**config.mk**
```make
export PLATFORM = sky130hd
export DESIGN_NAME = counter_event_capture
export DESIGN_NICKNAME = d
export VERILOG_FILES = /design/src/rtl/counter_pkg.sv /design/src/rtl/counter_event_capture_fifo.sv /design/src/rtl/counter_event_capture.sv
export SDC_FILE = /design/constraint.sdc
export NUM_CORES = 1
export LEC_CHECK = 0
export BUFFER_PORTS_ARGS = -buffer_cell sky130_fd_sc_hd__buf_2
export CORE_ASPECT_RATIO = 0.9
export CORE_MARGIN = 10
export CORE_UTILIZATION = 25
export DETAILED_ROUTE_END_ITERATION = 8
export PLACE_DENSITY_LB_ADDON = 0.08
export SLEW_MARGIN = 10
export SYNTH_ARGS = -nofsm -noshare
export SYNTH_HDL_FRONTEND = slang
export SYNTH_HIERARCHICAL = 1
export SYNTH_SLANG_ARGS = --single-unit
```
**constraint.sdc**
```tcl
create_clock -name clk -period 2.9 [get_ports clk]
set_clock_uncertainty 0.05 [all_clocks]
set_input_delay 0.29 -clock clk [delete_from_list [all_inputs] [get_ports clk]]
set_output_delay 0.29 -clock clk [all_outputs]
set_load 0.005 [all_outputs]
```
**src/rtl/counter_pkg.sv**
```systemverilog
// Shared types for the counter capture path: event record and default widths.
package counter_pkg;

  localparam int CNT_SIZE    = 4;
  localparam int CNT_STAMP_W = 8;

  typedef struct packed {
    logic [CNT_SIZE-1:0]    result;
    logic [CNT_STAMP_W-1:0] stamp;
  } cnt_event_t;

endpackage

```
**src/rtl/counter_event_capture_fifo.sv**
```systemverilog
// Generic synchronous FIFO; head data is read straight from storage (no fall-through),
// and the last popped word is held while empty so the output stays stable.
module event_fifo #(
  parameter  int DEPTH = 4,
  parameter  int WIDTH = 12,
  localparam int PTR_W = $clog2(DEPTH),
  localparam int LVL_W = PTR_W + 1
) (
  input  logic             clk,
  input  logic             reset,
  input  logic             i_push,
  input  logic             i_pop,
  input  logic [WIDTH-1:0] i_data,
  output logic [WIDTH-1:0] o_data,
  output logic             o_full,
  output logic             o_empty,
  output logic [LVL_W-1:0] o_level
);

  localparam logic [LVL_W-1:0] LVL_FULL = LVL_W'(DEPTH);

  logic [WIDTH-1:0] r_mem [DEPTH];
  logic [PTR_W-1:0] r_wr_ptr;
  logic [PTR_W-1:0] r_rd_ptr;
  logic [LVL_W-1:0] r_level;
  logic [WIDTH-1:0] r_last;
  logic             w_rd_en;
  logic             w_wr_en;

  assign o_full  = (r_level == LVL_FULL);
  assign o_empty = (r_level == '0);
  assign o_level = r_level;
  assign o_data  = o_empty ? r_last : r_mem[r_rd_ptr];

  // A full FIFO still accepts a push when the head leaves in the same cycle.
  assign w_rd_en = i_pop & ~o_empty;
  assign w_wr_en = i_push & (~o_full | w_rd_en);

  always_ff @(posedge clk) begin
    if (w_wr_en) begin
      r_mem[r_wr_ptr] <= i_data;
    end
  end

  always_ff @(posedge clk) begin
    if (reset) begin
      r_wr_ptr <= '0;
      r_rd_ptr <= '0;
      r_level  <= '0;
      r_last   <= '0;
    end else begin
      if (w_wr_en) begin
        r_wr_ptr <= r_wr_ptr + 1'b1;
      end
      if (w_rd_en) begin
        r_last   <= r_mem[r_rd_ptr];
        r_rd_ptr <= r_rd_ptr + 1'b1;
      end
      case ({w_wr_en, w_rd_en})
        2'b10:   r_level <= r_level + 1'b1;
        2'b01:   r_level <= r_level - 1'b1;
        default: r_level <= r_level;
      endcase
    end
  end

endmodule

```
**src/rtl/counter_event_capture.sv**
```systemverilog
// Captures counter results on detect, stamps them with a free-running cycle count,
// buffers them for a valid/ready consumer, and counts events lost to a full buffer.
module counter_event_capture
  import counter_pkg::*;
#(
  parameter  int SIZE    = CNT_SIZE,
  parameter  int DEPTH   = 4,
  parameter  int STAMP_W = CNT_STAMP_W,
  parameter  int DROP_W  = 4,
  localparam int LVL_W   = $clog2(DEPTH) + 1
) (
  input  logic               clk,
  input  logic               reset,
  input  logic               detect,
  input  logic [SIZE-1:0]    result,
  input  logic               out_ready,
  input  logic               clr_ovf,
  output logic               out_valid,
  output logic [SIZE-1:0]    out_result,
  output logic [STAMP_W-1:0] out_stamp,
  output logic [LVL_W-1:0]   level,
  output logic               ovf_flag,
  output logic [DROP_W-1:0]  drop_cnt
);

  localparam int               EVT_W    = $bits(cnt_event_t);
  localparam logic [DROP_W-1:0] DROP_MAX = '1;

  logic [STAMP_W-1:0] r_stamp;
  logic               r_ovf;
  logic [DROP_W-1:0]  r_drop_cnt;
  cnt_event_t         w_push_evt;
  cnt_event_t         w_head_evt;
  logic               w_full;
  logic               w_empty;
  logic               w_pop;
  logic               w_drop;

  assign w_push_evt = '{result: result, stamp: r_stamp};
  assign w_pop      = out_ready & ~w_empty;
  assign w_drop     = detect & w_full & ~w_pop;

  event_fifo #(
    .DEPTH (DEPTH),
    .WIDTH (EVT_W)
  ) u_fifo (
    .clk     (clk),
    .reset   (reset),
    .i_push  (detect),
    .i_pop   (out_ready),
    .i_data  (w_push_evt),
    .o_data  (w_head_evt),
    .o_full  (w_full),
    .o_empty (w_empty),
    .o_level (level)
  );

  always_ff @(posedge clk) begin
    if (reset) begin
      r_stamp <= '0;
    end else begin
      r_stamp <= r_stamp + 1'b1;
    end
  end

  // A drop in the same cycle as a clear leaves exactly that one drop recorded.
  always_ff @(posedge clk) begin
    if (reset) begin
      r_ovf      <= 1'b0;
      r_drop_cnt <= '0;
    end else if (clr_ovf) begin
      r_ovf      <= w_drop;
      r_drop_cnt <= {{(DROP_W-1){1'b0}}, w_drop};
    end else if (w_drop) begin
      r_ovf <= 1'b1;
      if (r_drop_cnt != DROP_MAX) begin
        r_drop_cnt <= r_drop_cnt + 1'b1;
      end
    end
  end

  assign out_valid  = ~w_empty;
  assign out_result = w_head_evt.result;
  assign out_stamp  = w_head_evt.stamp;
  assign ovf_flag   = r_ovf;
  assign drop_cnt   = r_drop_cnt;

endmodule

```
## After elaboration in Yosys (flattened, before gate mapping)

Memories as Yosys holds them, arrays and structs flattened. A register that Yosys moved wholly into a read port is not among the register bits.
Index checks and enable logic that the tools add are counted.

| word-level totals | value |
|---|---|
| word-level logic and storage cells | 45 |
| output and inout bits | 21 |
| bits in registers | 32 |
| memory bits (writable) | 48 |
| ROM bits | 0 |
| bits in latches | 0 |
| memories kept | 1 |

Memory list:

| name | words | width | rd ports | clocked after memory_dff | wr ports | line | RTL |
|---|---|---|---|---|---|---|---|
| u_fifo.r_mem | 4 | 12 | 1 | 1 | 1 | counter_event_capture_fifo.sv:22 | `logic [WIDTH-1:0] r_mem [DEPTH];` |

| operators by class | value |
|---|---|
| reduce and logical (&&, ||, !) cells | 7 |
| bitwise logic cells | 8 |
| order comparisons | 0 |
| divide/modulo/power cells | 0 |
| eq/ne operators | 4 |
| muxes and demuxes | 11 |
| $mul | 0 |
| add/sub/neg operators | 6 |
| shift-type cells | 0 |

Operators by type and width:

| cell | number |
|---|---|
| two-way mux 12 bit | 1 |
| adder 8 x 1 -> 8 bit (second input constant) | 1 |
| two-way mux 1 bit | 7 |
| one-hot mux 3 bit (2 select lines) | 1 |
| nonzero test 2 bit | 3 |
| adder 2 x 1 -> 2 bit (second input constant) | 2 |
| adder 4 x 1 -> 4 bit (second input constant) | 1 |
| AND 1 bit | 4 |
| two-way mux 2 bit | 2 |
| inequality test 4 bit (second input constant) | 1 |
| AND reduction 2 bit | 2 |
| adder 3 x 1 -> 3 bit (second input constant) | 1 |
| equality test 3 bit (second input constant) | 1 |
| zero test 3 bit | 1 |
| NOT 1 bit | 3 |
| subtractor 3 x 1 -> 3 bit (second input constant) | 1 |
| equality test 2 x 1 -> 1 bit (second input constant) | 1 |
| equality test 2 bit (second input constant) | 1 |
| OR reduction 2 bit | 1 |
| OR 1 bit | 1 |

## Depth between registers and ports, before layout

Gate-level depths: netlist (run 1).

| logic depth | value |
|---|---|
| depth after elaboration | 7 |
| mapped depth | 8 |
| gate-level depth less buffers | 6 |

## By module

The synthesis (run 1) kept the hierarchy.

By module, submodules not included:

| module | seq. area each (um^2) | area an instance (um^2) | times used | cells an instance |
|---|---|---|---|---|
| event_fifo | 1861.8 | 2849.0 | 1 | 187 |
| counter_event_capture | 260.2 | 563.0 | 1 | 60 |

## Worst setup path before layout (run 1)

No wires, ideal clock.

| timing path | value |
|---|---|
| kind | register -> register |
| from | register u_fifo.r_level[0], in the netlist u_fifo/o_level[0] |
| to | register u_fifo.r_level[2], in the netlist u_fifo/o_level[2] |
| arrival | 1852 ps |
| setup time | 121 ps |
| path buffers | 2 |
| cell stages (with the launch flop) | 9 |
| clock period less this slack | 2023 ps |
| path slack | 877 ps |
| cells stage by stage | dfxtp_1 > buf_6 > o31a_1 > buf_6 > nand2b_1 > fa_1 > nand2b_1 > o31ai_4 > mux2_4 |

| between the ends | value |
|---|---|
| longest elaborated chain between the ends | 7 |
| elaborated cells on any way between the ends | 13 |
| classes of those cells | add/sub: 2; eq/ne: 3; mux: 1; bitwise: 5; reduce/logical: 2 |

Ends and longest elaborated chain:

| what | line | RTL |
|---|---|---|
| from (decl) | counter_event_capture_fifo.sv:25 | `logic [LVL_W-1:0] r_level;` |
| from (signal assigned) | counter_event_capture_fifo.sv:60 | `2'b10: r_level <= r_level + 1'b1;` |
| from (signal assigned) | counter_event_capture_fifo.sv:61 | `2'b01: r_level <= r_level - 1'b1;` |
| from (signal assigned) | counter_event_capture_fifo.sv:62 | `default: r_level <= r_level;` |
| zero test 3 bit | counter_event_capture_fifo.sv:31 | `assign o_empty = (r_level == '0);` |
| NOT 1 bit | counter_event_capture_fifo.sv:36 | `assign w_rd_en = i_pop & ~o_empty;` |
| AND 1 bit | counter_event_capture_fifo.sv:36 |  |
| OR 1 bit | counter_event_capture_fifo.sv:37 | `assign w_wr_en = i_push & (~o_full \| w_rd_en);` |
| AND 1 bit | counter_event_capture_fifo.sv:37 |  |
| equality test 2 x 1 -> 1 bit / equality test 2 bit (equally long branches) | counter_event_capture_fifo.sv:59 | `case ({w_wr_en, w_rd_en})` |
| one-hot mux 3 bit (2 select lines) / nonzero test 2 bit (equally long branches) | n/a |  |

Several ways; a longest one is shown, not always the timed one.
A chain may end at the register's enable or synchronous reset.

==> results of run 1 <==
## metrics by stage
step           worst slack [ps]  power, mW
6_report                  606.9      3.191
5_1_grt                   504.6      3.364
3_5_place_dp              753.2      1.996
4_1_cts                   534.2      3.255
3_3_place_gp              823.7      2.000
2_1_floorplan             876.8      1.794
## cell usage after synthesis, types with 5 or more instances
cell type	instances	share of area
edfxtp_1	48	0.42
dfxtp_1	34	0.20
nand2_1	28	0.031
nor2_1	20	0.022
a21oi_1	15	0.022
mux2_2	12	0.040
mux4_2	12	0.079
inv_1	7	0.0077
ha_1	6	0.022
xnor2_1	5	0.013
xor2_1	5	0.013
## flip-flops by register name (all words and copies together), names as in the netlist, named ones only
name	flops
u_fifo/r_mem	48
u_fifo/r_last	12
r_stamp	8
drop_cnt	4
u_fifo/o_level	3
u_fifo/r_rd_ptr	2
u_fifo/r_wr_ptr	2
ovf_flag	1
## kinds of logic after synthesis
group | count (synthesis) | share of synthesized area
compound gates | 28 | 0.05757
mux | 28 | 0.1320
xor+xnor | 10 | 0.02567
buf+inv | 18 | 0.02860
fa+ha+maj | 7 | 0.02787
simple gates | 74 | 0.1063
flops | 82 | 0.6219
## power by group through the flow
stage               combinational (mW)  sequential, mW  clock, mW
floorplan                        0.409            1.38          0
global placement                 0.600            1.40          0
detailed placement               0.593            1.40          0
CTS                              0.596            1.38       1.28
global route                     0.645            1.39       1.33
finish                           0.575            1.38       1.24
## layout make-up
type / count / area [µm²]
Fill cell: 1337 / 9309
Sequential cell: 82 / 2122
Multi-Input combinational cell: 147 / 1192
Clock buffer: 9 / 225.2
Tap cell: 168 / 210.2
Timing Repair Buffer: 33 / 175.2
Clock inverter: 7 / 102.6
Inverter: 7 / 26.28
## worst register-to-register path, cell delays in order (launching register included)
cell and delay [ps]:
dfxtp_1 500, nor4b_2 130, nor2b_1 390, and2_1 650
## metal layers
layer	wire length, µm	GRT usage	vias up
met5	0	0	-
met4	88	0.03091	0
met3	355	0.03030	6
met2	3349	0.1286	37
met1	3431	0.1012	979
li1	-	-	960
## how the worst min path moves through the flow
stage	from	end
2_1_floorplan	result[2]	u_fifo/r_mem[0][10]$_DFFE_PP_
3_3_place_gp	u_fifo/r_last[0]$_SDFFE_PP0P_	u_fifo/r_last[0]$_SDFFE_PP0P_
3_5_place_dp	u_fifo/r_last[2]$_SDFFE_PP0P_	u_fifo/r_last[2]$_SDFFE_PP0P_
4_1_cts	result[2]	u_fifo/r_mem[1][10]$_DFFE_PP_
5_1_grt	result[2]	u_fifo/r_mem[1][10]$_DFFE_PP_
6_report	result[2]	u_fifo/r_mem[1][10]$_DFFE_PP_
==> run metrics, run 1 <==
status complete, no violations; Critical Path AT 1950 ps; Die H 130.8 µm; GPL Wtd Cong 0.7055; Longest Clk Path Bufs 2; CTS tree built; max cap viols 0; Post-Syn Area 3412 µm²; Final Util 0.3034; synthesis-stage register bit count 82; Comb pwr share 0.180; Syn Area/Cell 13.81 µm²; vias in the first global route 2,047; CP max stage delay 730 ps; slowest CP cell dfxtp_1; FF-to-FF setup slack 810 ps; overall routing resource usage 0.08203; Hold Fails Final Rpt 0; Post-DP Area 3726 µm²; clk_lat worst skew 330 ps; # Post-CTS Setup Buffers 0; Leak 1.443 nW; crit path cell chain mux4_2, mux2_2, buf_2; drt wl/cell 15.95 µm; hpwl dp 4891 µm; power per cell area 787.0 nW/µm²; hold-fix buffers at CTS 0; f_max 436.1 MHz; fin area 4054 µm²; post-route clock period utilization 0.7907; synth unique cells 44; power share of the sequential group 0.431; CP Capture Type output port; clock sink total 82; synthesis-to-finish area growth 18.81%; Slew Viols, Final 0; Reg-to-Reg End u_fifo/r_mem[3][7]$_DFFE_PP_; Antenna Cells 0; Mapped Cells 247; boundary pin count 30; commonest non-fill, non-tap cells in the layout edfxtp_1, dfxtp_1, buf_2, nand2_1, nor2_1; HP Class input pin to register; die area 18,730 µm²; NumNets Final 296; Worst-Margin Slew 700.3 ps; Initial DRT Pass Iterations 4; Rows 40; post-route DRC violation count 0; CP endpoint out_stamp[6]; commonest non-fill, non-tap cell in the layout edfxtp_1; critical path fanouts, max 12; Post-synth top flop edfxtp_1; crit path buf inv count 1; EDFF count, synth 48; delay-heaviest family, CP multiplexers; Clock Power Share 0.389; number of synthesis warnings 6; P_int 2.358 mW; Hold WS 125.6 ps; non-filler instance count after layout 453; hold path depth 1; Psw 0.8329 mW; Crit path depth 3; ANT nets after route 0; worst reg2reg path depth 3; Core Footprint 13,360 µm²; share of cells above drive strength 1 0.2877; Async SR Flop Fraction 0; final wirelength 7225 µm; Congestion Overflow GR 0; kind of critical path register to output port; DP Cell Count 437; clk root buf clkbuf_16; Num CTS Buffers 9; clock slew at reported path FFs 70 ps; switching share of power 0.2610; reg2reg start u_fifo/o_level[0]$_SDFFE_PP0P_; initial cell density of the core 0.2553; Setup violations, final 0; first-pass GRT wire length 11,540 µm; CP Launch Type register; Resize count post-CTS 0; Initial DRC Count 96; Post-Route Setup TNS 0 ps; IO Port Bufs 29; Seq/Total Area, Yosys 0.6219; H-tree Lvls 3; relative slew slack 0.5332; vias post-DR 1,982; Worst EP required 2560 ps; largest net degree at the start of global routing 34; min cycle time layout 2293 ps; DR vias/cell 4.375; VDD IR-drop max 0.2663 mV; RSZ-0062 raised after global routing no; initial antenna violation count 0; Die Wd 143.1 µm; net count after synthesis 263
Note: power is estimated with default switching activity, not from simulation.
==> inputs of run 2 (changes only) <==
clock period = 1.85 ns   (was 2.9 ns; I/O delays follow)
==> run 2 against run 1 <==
Compared with the run above:
- the run now ends with setup timing left
- sequential share of layout area decreased by 4.4 points
- wire length increased by 4.5%
- global-route usage increased by 0.53 points
- non-clock buffer count increased by 26
- cell area increased by 9.8%
- critical endpoint is now out_stamp[2]
- critical path depth increased by 1
- highest routed layer unchanged
- die area unchanged
- count of clock-buffer cells in the layout unchanged
- largest power group unchanged
- first-iteration DRC count decreased by 13%
- final cell count increased by 5.7%
- clock power increased by 49%
==> run metrics, run 2 (synthesized netlist as in run 1, its figures left out) <==
NumNets Final 322; first-pass GRT wire length 12,250 µm; kind of critical path register to output port; initial antenna violation count 0; Hold Fails Final Rpt 0; hold path startpoint result[0]; largest net degree at the start of global routing 22; RSZ-0062 raised after global routing yes; Die H 130.8 µm; worst slack, placed 13.06 ps; overall routing resource usage 0.08732; reg2reg start u_fifo/o_level[0]$_SDFFE_PP0P_; clock sink total 82; Largest Register u_fifo/r_mem; Congestion Overflow GR 0; ANT nets after route 0; Largest register FFs 48; IO Port Bufs 29; drt wl/cell 15.76 µm; Worst-Margin Slew 401.5 ps; H-tree Lvls 3; DR vias/cell 4.286; Setup violations, final 12; CP max stage delay 560 ps; Worst EP required 1620 ps; clk_lat worst skew 330 ps; min cycle time layout 2063 ps; post-route clock period utilization 1.115; Core Footprint 13,360 µm²; HP Class input pin to register; clk root buf clkbuf_16; GPL Wtd Cong 0.7435; relative slew slack 0.7323; Layout fillers 1,311; Initial DRC Count 84; share of cells above drive strength 1 0.3666; post-route DRC violation count 0; Largest regs u_fifo/r_mem x48, u_fifo/r_last x12, r_stamp x8; Antenna Cells 0; vias in the first global route 2,164; power per cell area 1197 nW/µm²; FF-to-FF setup slack 60 ps; status finished, violations left; CTS tree built; VDD IR-drop max 0.4079 mV; Rows 40; boundary pin count 30; initial cell density of the core 0.2553; slowest CP cell mux4_2; Initial DRT Pass Iterations 4; CP Launch Type register; Num CTS Buffers 9; failing checks setup timing; critical path fanouts, max 6; vias post-DR 2,053; CP Capture Type output port; non-filler instance count after layout 479; crit path cell chain buf_12, mux4_2, mux2_4, buf_6; Longest Clk Path Bufs 2; commonest non-fill, non-tap cells in the layout edfxtp_1, dfxtp_1, nand2_1, buf_2, buf_4; Leak 1.651 nW; Slew Viols, Final 0; Critical Path AT 1830 ps; final wirelength 7549 µm; worst setup margin -213.2 ps; DP Cell Count 456; f_max 484.7 MHz; synthesis-to-finish area growth 30.40%; clock slew at reported path FFs 60 ps; die area 18,730 µm²; hpwl dp 5454 µm; commonest non-fill, non-tap cell in the layout edfxtp_1; Die Wd 143.1 µm; max cap viols 0
run 2: cell count changes in the layout (fill, tap and decap cells not counted), moves of 2 or more:
cell and change:
mux2_4 +7, nand2b_4 +2, mux2_2 -7, clkinv_1 +3
dfxtp_1 -4, buf_4 +18, dfxtp_2 +2, dfxtp_4 +2
buf_6 +8, buf_2 -7, clkinv_4 -3, buf_12 +6
nand2b_1 -2
run 2: worst max-delay path, delay by kind of cell, from the launching register on:
family	cells	cell delay, ps
multiplexers	2	860
flip-flops	1	380
buffers and inverters	2	260
run 2: power by group:
part	switching [mW]	internal, mW	leakage [nW]
Clock	0.683	1.16	0.148
Combinational	0.572	0.756	0.775
Sequential	0.0732	2.08	0.728
run 2: timing repair:
item / 4_1_cts / 5_1_grt
endpoints found under the setup margin: 13 / 62
pin swaps: 1 / 2
hold buffers: 0 / 0
gates resized for setup: 16 / 8
cloned: 1 / 0
buffers inserted: 2 / 4
run 2: cell type report:
type | count | area [µm²] | area share
sequential | 82 | 2132 | 0.4792
multi-input combinational | 147 | 1259 | 0.2829
timing repair buffer | 59 | 513.0 | 0.1153
clock buffer | 9 | 225.2 | 0.05062
tap | 168 | 210.2 | 0.04724
clock inverter | 7 | 83.83 | 0.01884
inverter | 7 | 26.28 | 0.005906
run 2: worst paths after layout:
check / endpoint / cells past startpoint
worst max register to register: u_fifo/o_level[2]$_SDFFE_PP0P_ / 6
worst min-delay path: u_fifo/r_mem[0][8]$_DFFE_PP_ / 1
worst max-delay path: out_stamp[2] / 4
worst min register to register: u_fifo/r_last[3]$_SDFFE_PP0P_ / 2
run 2: metrics by stage:
| step | util | hold WS, ps | cell area [µm²] | setup TNS, ps | total power, mW |
|---|---|---|---|---|---|
| 2_1_floorplan | - | 233.9 | 3433 | -72.65 | 2.824 |
| 3_3_place_gp | 0.2967 | 368.6 | 3965 | 0 | 3.303 |
| 3_5_place_dp | 0.2967 | 363.7 | 3965 | 0 | 3.301 |
| 4_1_cts | 0.3282 | 6.209 | 4385 | -2580 | 5.349 |
| 5_1_grt | 0.3330 | 9.017 | 4449 | -2991 | 5.629 |
| 6_report | 0.3330 | 19.19 | 4449 | -2141 | 5.327 |
run 2: per-layer routing:
layer  GRT usage  vias to the layer above  wire, µm
li1            -                     1010         -
met1      0.1000                     1007      3365
met2      0.1450                       29      3756
met3     0.03355                        7       343
met4     0.03394                        0        83
met5           0                        -         0
==> inputs of run 3 (changes only) <==
CORE_MARGIN = 1.5   (was 10)
==> run 3 against run 2 <==
Compared with the run above:
- the flow finishes with violations (DRC, setup timing)
- maximum frequency increased by 0.43%
- power rose by 0.55%
- via count up 1.7%
- clock power is 4% lower
- highest routed layer unchanged
==> run metrics, run 3 (synthesized netlist as in run 1, its figures left out) <==
boundary pin count 30; critical path fanouts, max 6; ANT nets after route 0; initial antenna violation count 0; area of the multi-input gates 1270 µm²; non-filler instance count after layout 483; CP max stage delay 540 ps; Num CTS Buffers 9; slowest CP cell mux4_2; GRT met1 Usage 0.1251; kind of critical path register to output port; IO Port Bufs 29; hpwl dp 4999 µm; Sequential cell area 2132 µm²; Largest register FFs 48; DR vias/cell 4.323; vias post-DR 2,088; worst setup margin -204.4 ps; crit path cell chain buf_12, mux4_2, mux2_4, buf_6; clk root buf clkbuf_16; initial cell density of the core 0.2563; worst reg2reg path depth 7; Hold Fails Final Rpt 0; Largest regs u_fifo/r_mem x48, u_fifo/r_last x12, r_stamp x8; post-route DRC violation count 1; Critical Path AT 1820 ps; Final Util 0.3397; clk_lat worst skew 330 ps; status finished, violations left; vias in the first global route 2,085; HP Class input pin to register; RSZ-0062 raised after global routing yes; min cycle time layout 2054 ps; post-route clock period utilization 1.110; Layout fillers 1,345; die area 14,360 µm²; share of cells above drive strength 1 0.3841; Worst EP required 1620 ps; Rows 40; Leak 1.700 nW; worst slack, placed 55.93 ps; GPL Wtd Cong 0.7434; clock sink total 82; VDD IR-drop max 0.4379 mV; hold-fix buffers at CTS 0; H-tree Lvls 3; overall routing resource usage 0.1106; power per cell area 1185 nW/µm²; relative slew slack 0.7615; Post-Route Setup TNS -2132 ps; Initial DRT Pass Iterations 8; CP Launch Type register; CTS tree built; Largest Register u_fifo/r_mem; commonest non-fill, non-tap cell in the layout edfxtp_1; Antenna Cells 0; Die Wd 126.1 µm; clock slew at reported path FFs 60 ps; max cap viols 0; synthesis-to-finish area growth 32.53%; final wirelength 7339 µm; Top Usage Layer GRT met2; commonest non-fill, non-tap cells in the layout edfxtp_1, dfxtp_1, nand2_1, buf_4, nor2_1; DP Cell Count 456; Longest Clk Path Bufs 2; Worst-Margin Slew 355.0 ps; drt wl/cell 15.19 µm; met2 Use GR 0.1938; hold path depth 1; Initial DRC Count 69; largest net degree at the start of global routing 22; Die H 113.8 µm; Setup violations, final 13; met3 Usage GRT 0.03283; f_max 486.8 MHz; NumNets Final 326; failing checks DRC, setup timing; overall power 5.356 mW; Congestion Overflow GR 0; Core Footprint 13,310 µm²; first-pass GRT wire length 11,650 µm; CP Capture Type output port; Slew Viols, Final 0
==> run 3: cell count changes in the layout (fill, tap and decap cells not counted), moves of 3 or more <==
cell and change:
mux2_4 +3, buf_2 -3, buf_6 +8, mux2_2 -3
==> run 3: final timing paths <==
path | startpoint | endpoint | slack [ps]
min reg2reg | u_fifo/r_last[5]$_SDFFE_PP0P_ | u_fifo/r_last[5]$_SDFFE_PP0P_ | 410
max reg2reg | u_fifo/o_level[2]$_SDFFE_PP0P_ | u_fifo/o_level[1]$_SDFFE_PP0P_ | -30
min | result[0] | u_fifo/r_mem[3][8]$_DFFE_PP_ | 20
max | register | out_stamp[7] | -200
==> run 3: report_power, final <==
part	internal, mW	leakage [nW]	switching [mW]
Sequential	2.08	0.728	0.0732
Clock	1.07	0.147	0.697
Combinational	0.843	0.825	0.596
==> run 3: cell type report <==
type / instances / share of cell area
inverters: 7 / 0.005811
clock inverters: 6 / 0.01245
well taps: 168 / 0.04649
repair buffers: 63 / 0.1300
clock buffers: 10 / 0.05285
flip-flops and latches: 82 / 0.4715
multi-input cells: 147 / 0.2809
==> run 3: repair_timing <==
item                                   CTS  global route
setup endpoints to repair               12            15
pin swaps                                3             3
gates cloned                             2             0
resized for setup                       23            17
setup buffers                            3             7
endpoints found under the hold margin    0             0
==> run 3: layer usage <==
metal / share of wire / wire length, µm
met2: 0.51 / 3774
met1: 0.44 / 3201
met5: 0 / 0
met3: 0.037 / 269
met4: 0.013 / 93
==> run 3: worst max-delay path, delay by kind of cell (launching register included) <==
kind / cells / cell delay, ps
buf+inv: 2 / 250
flops: 1 / 380
mux: 2 / 850
==> run 3: metrics by stage <==
stage	hold slack [ps]	cell area, µm²
floorplan	233.9	3433
global placement	354.2	3940
detailed placement	356.8	3940
CTS	0.2287	4417
global route	12.19	4522
finish	17.36	4522
